===== config.mk =====
export PLATFORM = sky130hd
export DESIGN_NAME = audio_sample_packet_assembler
export DESIGN_NICKNAME = d
export VERILOG_FILES = /design/src/rtl/audio_pkg.sv /design/src/rtl/asp_payload_queue.sv /design/src/rtl/audio_sample_packet_assembler.sv
export SDC_FILE = /design/constraint.sdc
export NUM_CORES = 1
export LEC_CHECK = 0
export CORE_MARGIN = 4
export CORE_UTILIZATION = 40
export CTS_CLUSTER_SIZE = 12
export DETAILED_ROUTE_END_ITERATION = 10
export GPL_TIMING_DRIVEN = 0
export REMOVE_ABC_BUFFERS = 1
export SYNTH_ARGS = -nofsm -noshare
export SYNTH_HDL_FRONTEND = slang
export SYNTH_SLANG_ARGS = --single-unit

===== constraint.sdc =====
create_clock -name clk_audio -period 2.9 [get_ports clk_audio]
set_input_delay 0.29 -clock clk_audio [delete_from_list [all_inputs] [get_ports clk_audio]]
set_output_delay 0.29 -clock clk_audio [all_outputs]
set_load 0.01 [all_outputs]

===== src/rtl/audio_pkg.sv =====
// Shared types and helpers for the HDMI audio sample packet assembler.
package audio_pkg;

    // IEC 60958 block length in frames.
    localparam int IEC_FRAMES_PER_BLOCK = 192;

    // One Audio Sample Packet payload: 4 subpackets x 2 channels of 24-bit samples.
    typedef struct packed {
        logic [191:0] sample;   // subpacket k, channel j at [(2k+j)*24 +: 24]
        logic [3:0]   present;  // subpacket carries data
        logic [3:0]   b;        // start-of-block flag per subpacket
        logic [3:0]   cs;       // channel-status bit per subpacket
        logic [7:0]   parity;   // even parity per subpacket/channel
    } asp_payload_t;

    // Left-justify a width-bit sample (held in the LSBs) into 24 bits, zero-filling the LSBs.
    function automatic logic [23:0] left_justify24(input logic [23:0] sample, input int width);
        return sample << (24 - width);
    endfunction

    // Even parity over {C, U=0, V=0, sample}.
    function automatic logic iec_parity(input logic [23:0] sample24, input logic c);
        return ^{c, 1'b0, 1'b0, sample24};
    endfunction

endpackage


===== src/rtl/asp_payload_queue.sv =====
// Two-entry synchronous valid/ready FIFO. A push while full is only accepted
// when a pop happens on the same edge; otherwise the caller treats it as dropped.
module asp_payload_queue #(
    parameter int WIDTH = 8
) (
    input  logic             clk,
    input  logic             reset,
    input  logic             push,
    input  logic [WIDTH-1:0] push_data,
    input  logic             pop,
    output logic             valid,
    output logic             full,
    output logic [WIDTH-1:0] head
);

    logic [1:0]       count_q, count_d;
    logic [WIDTH-1:0] head_q, head_d;
    logic [WIDTH-1:0] tail_q, tail_d;
    logic             pop_s;
    logic             push_ok_s;

    assign pop_s     = pop && (count_q != 2'd0);
    assign push_ok_s = push && ((count_q != 2'd2) || pop_s);
    assign valid     = (count_q != 2'd0);
    assign full      = (count_q == 2'd2);
    assign head      = head_q;

    // Next-state for the head/tail entries; the tail is kept zero whenever it is unoccupied.
    always_comb begin
        count_d = count_q;
        head_d  = head_q;
        tail_d  = tail_q;
        case ({push_ok_s, pop_s})
            2'b10: begin
                if (count_q == 2'd0) begin
                    head_d = push_data;
                end else begin
                    tail_d = push_data;
                end
                count_d = count_q + 2'd1;
            end
            2'b01: begin
                head_d  = tail_q;
                tail_d  = '0;
                count_d = count_q - 2'd1;
            end
            2'b11: begin
                if (count_q == 2'd1) begin
                    head_d = push_data;
                end else begin
                    head_d = tail_q;
                    tail_d = push_data;
                end
            end
            default: begin
                count_d = count_q;
            end
        endcase
    end

    // Queue state register with synchronous reset that empties both entries.
    always_ff @(posedge clk) begin
        if (reset) begin
            count_q <= 2'd0;
            head_q  <= '0;
            tail_q  <= '0;
        end else begin
            count_q <= count_d;
            head_q  <= head_d;
            tail_q  <= tail_d;
        end
    end

endmodule


===== src/rtl/audio_sample_packet_assembler.sv =====
// Groups PCM sample sets into HDMI Audio Sample Packet payloads, tracks the
// IEC 60958 192-frame block for B/C bits and queues finished payloads.
module audio_sample_packet_assembler
    import audio_pkg::*;
#(
    parameter int           AUDIO_BIT_WIDTH = 16,
    parameter int           CHANNELS        = 2,
    parameter logic [191:0] CHANNEL_STATUS  = 192'd0
) (
    input  logic                                 clk_audio,
    input  logic                                 reset,
    input  logic                                 in_valid,
    input  logic [CHANNELS*AUDIO_BIT_WIDTH-1:0]  in_sample,
    input  logic                                 flush,
    output logic                                 out_valid,
    input  logic                                 out_ready,
    output logic                                 out_layout,
    output logic [191:0]                         out_sample,
    output logic [3:0]                           out_present,
    output logic [3:0]                           out_b,
    output logic [3:0]                           out_cs,
    output logic [7:0]                           out_parity,
    output logic [15:0]                          overflow_count
);

    localparam logic       LAYOUT1    = (CHANNELS != 2);
    localparam int         PW         = $bits(asp_payload_t);
    localparam logic [7:0] LAST_FRAME = 8'(IEC_FRAMES_PER_BLOCK - 1);
    localparam logic [3:0] L1_PRESENT = 4'((1 << (CHANNELS / 2)) - 1);

    logic [7:0]   frame_q, frame_d;
    logic [1:0]   fill_q, fill_d;
    asp_payload_t asm_q, asm_d;
    logic [15:0]  overflow_q, overflow_d;
    asp_payload_t slot_s;
    asp_payload_t pkt_s;
    asp_payload_t head_s;
    logic         complete_s;
    logic         drop_s;
    logic         b_s;
    logic         c_s;
    logic         q_valid_s;
    logic         q_full_s;
    logic         pop_s;
    logic [23:0]  ch_lj_s [8];

    // Left-justified view of every channel; channels beyond CHANNELS read as zero.
    for (genvar c = 0; c < 8; c++) begin : g_ch
        if (c < CHANNELS) begin : g_used
            assign ch_lj_s[c] = left_justify24(24'(in_sample[c*AUDIO_BIT_WIDTH +: AUDIO_BIT_WIDTH]),
                                               AUDIO_BIT_WIDTH);
        end else begin : g_unused
            assign ch_lj_s[c] = 24'd0;
        end
    end

    assign pop_s = q_valid_s && out_ready;

    // Frame counting, slot filling, packet completion and overflow accounting.
    always_comb begin
        frame_d    = frame_q;
        fill_d     = fill_q;
        asm_d      = asm_q;
        overflow_d = overflow_q;
        slot_s     = asm_q;
        pkt_s      = '0;
        complete_s = 1'b0;
        drop_s     = 1'b0;
        // B and C belong to the frame the sample lands in, before the counter moves on.
        b_s = (frame_q == 8'd0);
        c_s = CHANNEL_STATUS[frame_q];

        if (in_valid) begin
            frame_d = (frame_q == LAST_FRAME) ? 8'd0 : frame_q + 8'd1;
        end else begin
            frame_d = frame_q;
        end

        if (LAYOUT1) begin
            // Layout 1: one sample set fills subpackets 0..CHANNELS/2-1 at once.
            complete_s = in_valid;
            for (int k = 0; k < 4; k++) begin
                if (L1_PRESENT[k]) begin
                    pkt_s.sample[k*48 +: 24]      = ch_lj_s[2*k];
                    pkt_s.sample[k*48 + 24 +: 24] = ch_lj_s[2*k+1];
                    pkt_s.present[k]              = 1'b1;
                    pkt_s.b[k]                    = b_s;
                    pkt_s.cs[k]                   = c_s;
                    pkt_s.parity[2*k]             = iec_parity(ch_lj_s[2*k], c_s);
                    pkt_s.parity[2*k+1]           = iec_parity(ch_lj_s[2*k+1], c_s);
                end else begin
                    pkt_s.present[k] = 1'b0;
                end
            end
        end else begin
            // Layout 0: the new sample (if any) goes into slot fill_q before a possible close.
            if (in_valid) begin
                for (int k = 0; k < 4; k++) begin
                    if (fill_q == 2'(k)) begin
                        slot_s.sample[k*48 +: 24]      = ch_lj_s[0];
                        slot_s.sample[k*48 + 24 +: 24] = ch_lj_s[1];
                        slot_s.present[k]              = 1'b1;
                        slot_s.b[k]                    = b_s;
                        slot_s.cs[k]                   = c_s;
                        slot_s.parity[2*k]             = iec_parity(ch_lj_s[0], c_s);
                        slot_s.parity[2*k+1]           = iec_parity(ch_lj_s[1], c_s);
                    end else begin
                        slot_s.present[k] = asm_q.present[k];
                    end
                end
                complete_s = (fill_q == 2'd3) || flush;
            end else begin
                slot_s     = asm_q;
                complete_s = flush && (fill_q != 2'd0);
            end
            pkt_s = slot_s;

            if (complete_s) begin
                asm_d  = '0;
                fill_d = 2'd0;
            end else if (in_valid) begin
                asm_d  = slot_s;
                fill_d = fill_q + 2'd1;
            end else begin
                asm_d  = asm_q;
                fill_d = fill_q;
            end
        end

        // A completion that finds the queue full and not draining is lost.
        drop_s = complete_s && q_full_s && !pop_s;
        if (drop_s && (overflow_q != 16'hFFFF)) begin
            overflow_d = overflow_q + 16'd1;
        end else begin
            overflow_d = overflow_q;
        end
    end

    // Assembler state register; reset discards any partially filled packet.
    always_ff @(posedge clk_audio) begin
        if (reset) begin
            frame_q    <= 8'd0;
            fill_q     <= 2'd0;
            asm_q      <= '0;
            overflow_q <= 16'd0;
        end else begin
            frame_q    <= frame_d;
            fill_q     <= fill_d;
            asm_q      <= asm_d;
            overflow_q <= overflow_d;
        end
    end

    asp_payload_queue #(
        .WIDTH (PW)
    ) u_queue (
        .clk       (clk_audio),
        .reset     (reset),
        .push      (complete_s),
        .push_data (pkt_s),
        .pop       (pop_s),
        .valid     (q_valid_s),
        .full      (q_full_s),
        .head      (head_s)
    );

    assign out_valid      = q_valid_s;
    assign out_layout     = LAYOUT1;
    assign out_sample     = head_s.sample;
    assign out_present    = head_s.present;
    assign out_b          = head_s.b;
    assign out_cs         = head_s.cs;
    assign out_parity     = head_s.parity;
    assign overflow_count = overflow_q;

endmodule

# Word-level counts from Yosys, hierarchy flattened
# Memories as Yosys holds them, arrays and structs flattened. A register that Yosys moved wholly into a read port is not among the register bits.
# Index checks and enable logic that the tools add are counted.
[op_classes]
n_reduce_logical = 22
order_cmp = 1
eq_ne = 14
add_sub_neg = 5
mux = 33
[ops]
columns = ["operator", "count"]
rows = [
  ["212-bit one-hot mux with 3 select lines", 2],
  ["212-bit 2-to-1 mux", 5],
  ["48-bit 2-to-1 mux", 4],
  ["27-bit XOR reduction", 2],
  ["8-bit 2-to-1 mux", 3],
  ["16-bit by 1-bit adder with 16-bit output, second input constant", 1],
  ["16-bit inequality test, second input constant", 1],
  ["1-bit 2-to-1 mux", 14],
  ["2-bit equality test, second input constant", 5],
  ["8-bit by 9-bit less-than comparator with 1-bit output, second input constant", 1],
  ["8-bit by 1-bit adder with 8-bit output, second input constant", 1],
  ["8-bit equality test, second input constant", 1],
  ["8-bit zero test", 1],
  ["2-bit 2-to-1 mux", 4],
  ["1-bit logical AND", 7],
  ["2-bit by 1-bit equality test with 1-bit output, second input constant", 3],
  ["2-bit inequality test, second input constant", 3],
  ["2-bit nonzero test", 3],
  ["2-bit by 1-bit adder with 2-bit output, second input constant", 2],
  ["2-bit zero test", 2],
  ["2-bit one-hot mux with 2 select lines", 1],
  ["3-bit AND reduction", 1],
  ["3-bit nonzero test", 1],
  ["1-bit logical OR", 2],
  ["other kinds (5)", 5],
]
[word_totals]
n_memories = 1
word_cells = 87
regBits = 664
romBits = 256
input_bits = 37
output_inout_bits = 230
[memory_table]
columns = ["name", "words", "word_bits", "rd", "rd_clocked_by_memory_dff", "write_ports", "line", "rtl"]
rows = [
  ["(name not given)", 256, 1, 1, 1, 0, "audio_sample_packet_assembler.sv:71", "c_s = CHANNEL_STATUS[frame_q];"],
]

# Depth between registers and ports, before layout
# Gate-level depths: netlist of the first run.
[depth]
ltp_word = 8
depth_mapped = 11
mapped_depth_nobuf = 7

# By module
# A second synthesis of the first run with hierarchy kept.
[hier_totals]
hier_cells = 3243
hier_area_um2 = 26686.8
[by_module_without_submodules]
columns = ["module", "area_per_inst_um2", "instances", "cells_per_inst", "seq_area_each_um2"]
rows = [
  ["asp_payload_queue", 17389.2, 1, 2148, 8528.2],
  ["audio_sample_packet_assembler", 9297.7, 1, 1095, 4764.6],
]

# Least setup slack after synthesis of the first run
# No wires, ideal clock.
[synth_timing]
path_type = "reg-to-reg"
start = "reg fill_q[0]"
end = "reg u_queue.head_q[145] (netlist: u_queue.head[145])"
n_path_buf = 3
slack_ns = 0.769
stages_incl_launch_ff = 11
setup_ns = 0.132
synth_period_minus_slack_ns = 2.131
arrival_ns = 1.999
required_time_ns = 2.768
path_cell_list = "dfxtp_1 inv_1 ha_1 nand2b_1 a21boi_2 buf_4 nor2_4 buf_4 buf_4 a211oi_1 nor3_1"
[synth_between]
elab_chain_cells = 7
elab_cells_between_ends = 18
cone_classes = "6 x eq/ne; 6 x mux; 6 x reduce/logical"
[synth_rtl]
columns = ["element", "line", "rtl"]
rows = [
  ["start: declaration", "audio_sample_packet_assembler.sv:32", "logic [1:0] fill_q, fill_d;"],
  ["start signal: assignment", "audio_sample_packet_assembler.sv:148", "fill_q <= fill_d;"],
  ["2-bit equality test / 2-bit nonzero test (equally long branches)", "audio_sample_packet_assembler.sv:111, audio_sample_packet_assembler.sv:114", ""],
  ["1-bit logical OR / 1-bit logical AND (equally long branches)", "audio_sample_packet_assembler.sv:111, audio_sample_packet_assembler.sv:114", ""],
  ["1-bit 2-to-1 mux", "audio_sample_packet_assembler.sv:97", "if (in_valid) begin"],
  ["1-bit logical AND", "asp_payload_queue.sv:23", "assign push_ok_s = push && ((count_q != 2'd2) || pop_s);"],
  ["2-bit equality test / 2-bit by 1-bit equality test with 1-bit output (equally long branches)", "asp_payload_queue.sv:33", "case ({push_ok_s, pop_s})"],
  ["2-bit by 1-bit inequality test with 1-bit output (no source line) / 3-bit nonzero test (equally long branches)", "-", ""],
  ["2-bit AND reduction (no source line)", "-", ""],
  ["end signal: assignment", "asp_payload_queue.sv:65", "head_q <= '0;"],
  ["end signal: assignment", "asp_payload_queue.sv:69", "head_q <= head_d;"],
  ["end: declaration", "asp_payload_queue.sv:17", "logic [WIDTH-1:0] head_q, head_d;"],
]
# Parallel ways exist; a longest one is shown, timed or not. The select of a mux whose other input is x is not followed.
# A chain may end at the register's enable or synchronous reset.

# Worst setup path after layout of the first run
[layout_timing]
start = "reg u_queue.count_q[1]"
end = "reg u_queue.head_q[54] (netlist: u_queue.head[54])"
[layout_between]
elab_chain_cells = 8
elab_cells_between_ends = 16
cone_classes = "6 x eq/ne; 2 x mux; 8 x reduce/logical"
[layout_rtl]
columns = ["element", "line", "rtl"]
rows = [
  ["start: declaration", "asp_payload_queue.sv:16", "logic [1:0] count_q, count_d;"],
  ["start signal: assignment", "asp_payload_queue.sv:68", "count_q <= count_d;"],
  ["2-bit nonzero test", "asp_payload_queue.sv:22, asp_payload_queue.sv:24", ""],
  ["1-bit logical AND", "audio_sample_packet_assembler.sv:57", "assign pop_s = q_valid_s && out_ready;"],
  ["1-bit logical AND", "asp_payload_queue.sv:22", "assign pop_s = pop && (count_q != 2'd0);"],
  ["1-bit logical OR", "asp_payload_queue.sv:23", ""],
  ["1-bit logical AND", "asp_payload_queue.sv:23", ""],
  ["2-bit equality test / 2-bit by 1-bit equality test with 1-bit output (equally long branches)", "asp_payload_queue.sv:33", ""],
  ["2-bit by 1-bit inequality test with 1-bit output (no source line) / 3-bit nonzero test (equally long branches)", "-", ""],
  ["2-bit AND reduction (no source line)", "-", ""],
]
# Parallel ways exist; a longest one is shown, timed or not.

==> impl_metrics.json, run 1 <==
{
  "status": "finished clean",
  "hold_viol_final": 0,
  "ys_seq_elements": 664,
  "cts_buffers": 72,
  "min_period_ns": 2.77,
  "setup_violations": 0,
  "root_buffer": "clkbuf_16",
  "vdd_ir_drop_max_uv": 528,
  "grt_usage": 0.219,
  "grt_pass1_vias": 21700,
  "vias_per_cell": 5.48,
  "final_nets": 3181,
  "drt-initial-drc-count": 1552,
  "insertion_delay_ns": 0.60,
  "ant_nets": 0,
  "regArea_sq_um": 13300,
  "die_w_um": 260,
  "grt_pass1_wl_mm": 121,
  "cp.required_ns": 3.36,
  "htree_levels": 3,
  "hold_buffers": 0,
  "slew_headroom": 0.256,
  "initial_core_util": 0.403,
  "ys_warn_count": 0,
  "async_flop_share": 0,
  "final.setup_skew_ns": 0.0126,
  "crit_type": "flop to flop",
  "avgSynthCellArea_sq_um": 8.48,
  "leakage_uw": 0.0108,
  "synth_adder_area_share": 0.00493,
  "synth_area_leaders": "dfxtp_1 (52%), nor2_1 (10%), a21oi_1 (7.4%), mux2i_1 (5.2%), o211ai_1 (3.9%)",
  "dp_cells": 3889,
  "synth_mux_area_frac": 0.0525,
  "synth-main-ff-cell": "dfxtp_1",
  "grt_overflow": 0,
  "synth_most_common_cell": "nor2_1",
  "clk_pin_slew_worst_paths_ns": 0.06,
  "drtPass1Iterations": 6,
  "fp-row-count": 92,
  "yosysTopAreaCell": "dfxtp_1",
  "area_growth_pct": 24.8,
  "syn_inst": 2995,
  "syn_area_sq_um": 25400,
  "stdcell_count": 4030,
  "place.gp.congestion": 0.770,
  "end_kind": "flop",
  "hold_class": "primary input to flop",
  "clock_path_buffers": 3,
  "ys_seq_area_frac": 0.523,
  "synth.distinct_cells": 55,
  "drc": 0,
  "synth_top_area_share": 0.523,
  "numPortBuffers": 265,
  "synth-simple-area-share": 0.167,
  "crit_fanout": 68,
  "hold_slack_ns": 0.0763,
  "multi_input_area_sq_um": 11200,
  "cp.arrival_ns": 3.23,
  "slew_viol_final": 0,
  "cts_tree": "yes",
  "fmax_ghz": 0.362,
  "maxCapViolations": 0,
  "core_sq_um": 63000,
  "n_fill_cell": 5754,
  "wl_per_cell_um": 19.0,
  "synth-xor-area-share": 0.0172,
  "antenna_found_initial": 2,
  "dr_total_vias": 22100,
  "dieArea_sq_um": 67600,
  "period_share": 0.954,
  "synth_enable_flop_cells": 0,
  "dieHeight_um": 260,
  "power_density_nw_per_um2": 890,
  "io-pin-count": 267,
  "grt_max_degree": 147,
  "ys_top_cells_by_count": "nor2_1 (700), dfxtp_1 (664), a21oi_1 (378), nand2_1 (216), clkbuf_1 (168)",
  "synth_compound_area_frac": 0.190,
  "tightest_slew_ns": 1.11,
  "drt_wl_total_mm": 76.5,
  "cts_sinks": 664,
  "detailed_place_hpwl_mm": 45.0,
  "cp-start-kind": "flop",
  "synth_top_family_by_area": "compound AO/OA/AOI/OAI gates",
  "drive_above_1_share": 0.0638
}
[final timing paths]
kind / start / to / slack, ns / cells after the start
min reg2reg: u_queue.head[39] / u_queue.head[39] / 0.45 / 2
max reg2reg: u_queue.count_q[1] / u_queue.head[54] / 0.13 / 8
max: u_queue.count_q[1] / u_queue.head[54] / 0.13 / 8
min: reset / u_queue.tail_q[84] / 0.08 / 2
[what timing repair did]
item,4_1_cts,5_1_grt
gates cloned,6,0
setup endpoints to repair,497,109
resized for setup,8,4
buffers inserted,8,3
pin swaps,5,2
[final cells by class]
type,count,area share
antenna,1,0.0000790
multi-input combinational,2063,0.352
inverter,10,0.00118
timing repair buffer,323,0.121
sequential,664,0.419
tap,846,0.0334
clock buffer,110,0.0694
clock inverter,13,0.00355
[worst max-delay path, stage by stage (launching register included)]
cell,delay [ns]
dfxtp_1,0.36
inv_1,0.11
ha_2,0.31
nor2b_4,0.49
buf_12,0.28
nand2_4,0.25
buf_16,0.30
o211ai_1,0.32
a21oi_1,0.10
[routing by layer]
metal / vias up / wire (um) / track usage
met5: - / 11 / 0
met4: 2 / 1590 / 0.0690
met3: 108 / 5040 / 0.0454
met2: 683 / 36100 / 0.359
met1: 10700 / 33800 / 0.291
li1: 10500 / - / -
[cell families (layout without fill, tap and decap cells)]
group                    Yosys count  after routing
AO/OA/AOI/OAI                    805            806
XOR/XNOR                          50             50
adder cells (fa/ha/maj)           10             10
buffers and inverters            274            456
flip-flops                       664            664
multiplexers                     133            133
other                              1              2
AND/OR/NAND/NOR                 1058           1063
[sequential cells by signal (all words and copies together) (netlist names)]
register	cells
u_queue.tail_q	212
asm_q	212
fill_q	2
u_queue.count_q	2
frame_q	8
u_queue.head	212
overflow_count	16
[metrics by stage]
stage / cell area [sq um] / setup slack [ns] / power (uW) / TNS, ns / util
floorplan: 24300 / -7.76 / 13800 / -3249.09 / -
global placement: 28000 / -27.44 / 16700 / - / 0.445
detailed placement: 29200 / -1.00 / 19200 / -347.93 / 0.463
CTS: 31600 / 0.0235 / 28400 / 0 / 0.502
global route: 31700 / -0.0135 / 29600 / -0.0273 / 0.503
finish: 31700 / 0.134 / 28200 / 0 / 0.503
[report_power, final]
part / switching [uW] / leakage [uW] / total (uW) / internal [uW]
sequential: 548 / 0.00538 / 10500 / 10000
clock: 3640 / 0.00114 / 8950 / 5310
combinational: 5260 / 0.00432 / 8720 / 3460
total: 9450 / 0.0108 / 28200 / 18800
[cells in the final DEF, fill, tap and decap left out, types with 5 or more instances in the layout]
cell             count
a211o_1              6
a21oi_1            376
clkinv_2             8
a22oi_1             17
o21ai_0            137
o211ai_1           133
nand4_1              6
inv_1               10
clkbuf_16           76
a311oi_1            18
ha_1                 9
clkdlybuf4s50_1    263
o22ai_1              5
a32oi_1              8
xor2_1              11
mux2i_1            132
nand2_1            215
buf_12              27
nor3_1              64
nand3_1             24
dfxtp_1            664
nor2_1             698
clkbuf_1            17
clkbuf_8            17
and2_1              20
a31oi_1              5
buf_4               10
xnor2_1             39
buf_16              20
a211oi_1            73
Power figures use the tool's default switching activity.
==> inputs of run 2 (changes only) <==
--- a/config.mk
+++ b/config.mk
@@ -11,6 +11,7 @@
 export DETAILED_ROUTE_END_ITERATION = 10
 export GPL_TIMING_DRIVEN = 0
 export REMOVE_ABC_BUFFERS = 1
+export SKIP_LAST_GASP = 1
 export SYNTH_ARGS = -nofsm -noshare
 export SYNTH_HDL_FRONTEND = slang
 export SYNTH_SLANG_ARGS = --single-unit
==> results of run 2 <==
The final DEF is identical to that of run 1; final timing and power are the same.
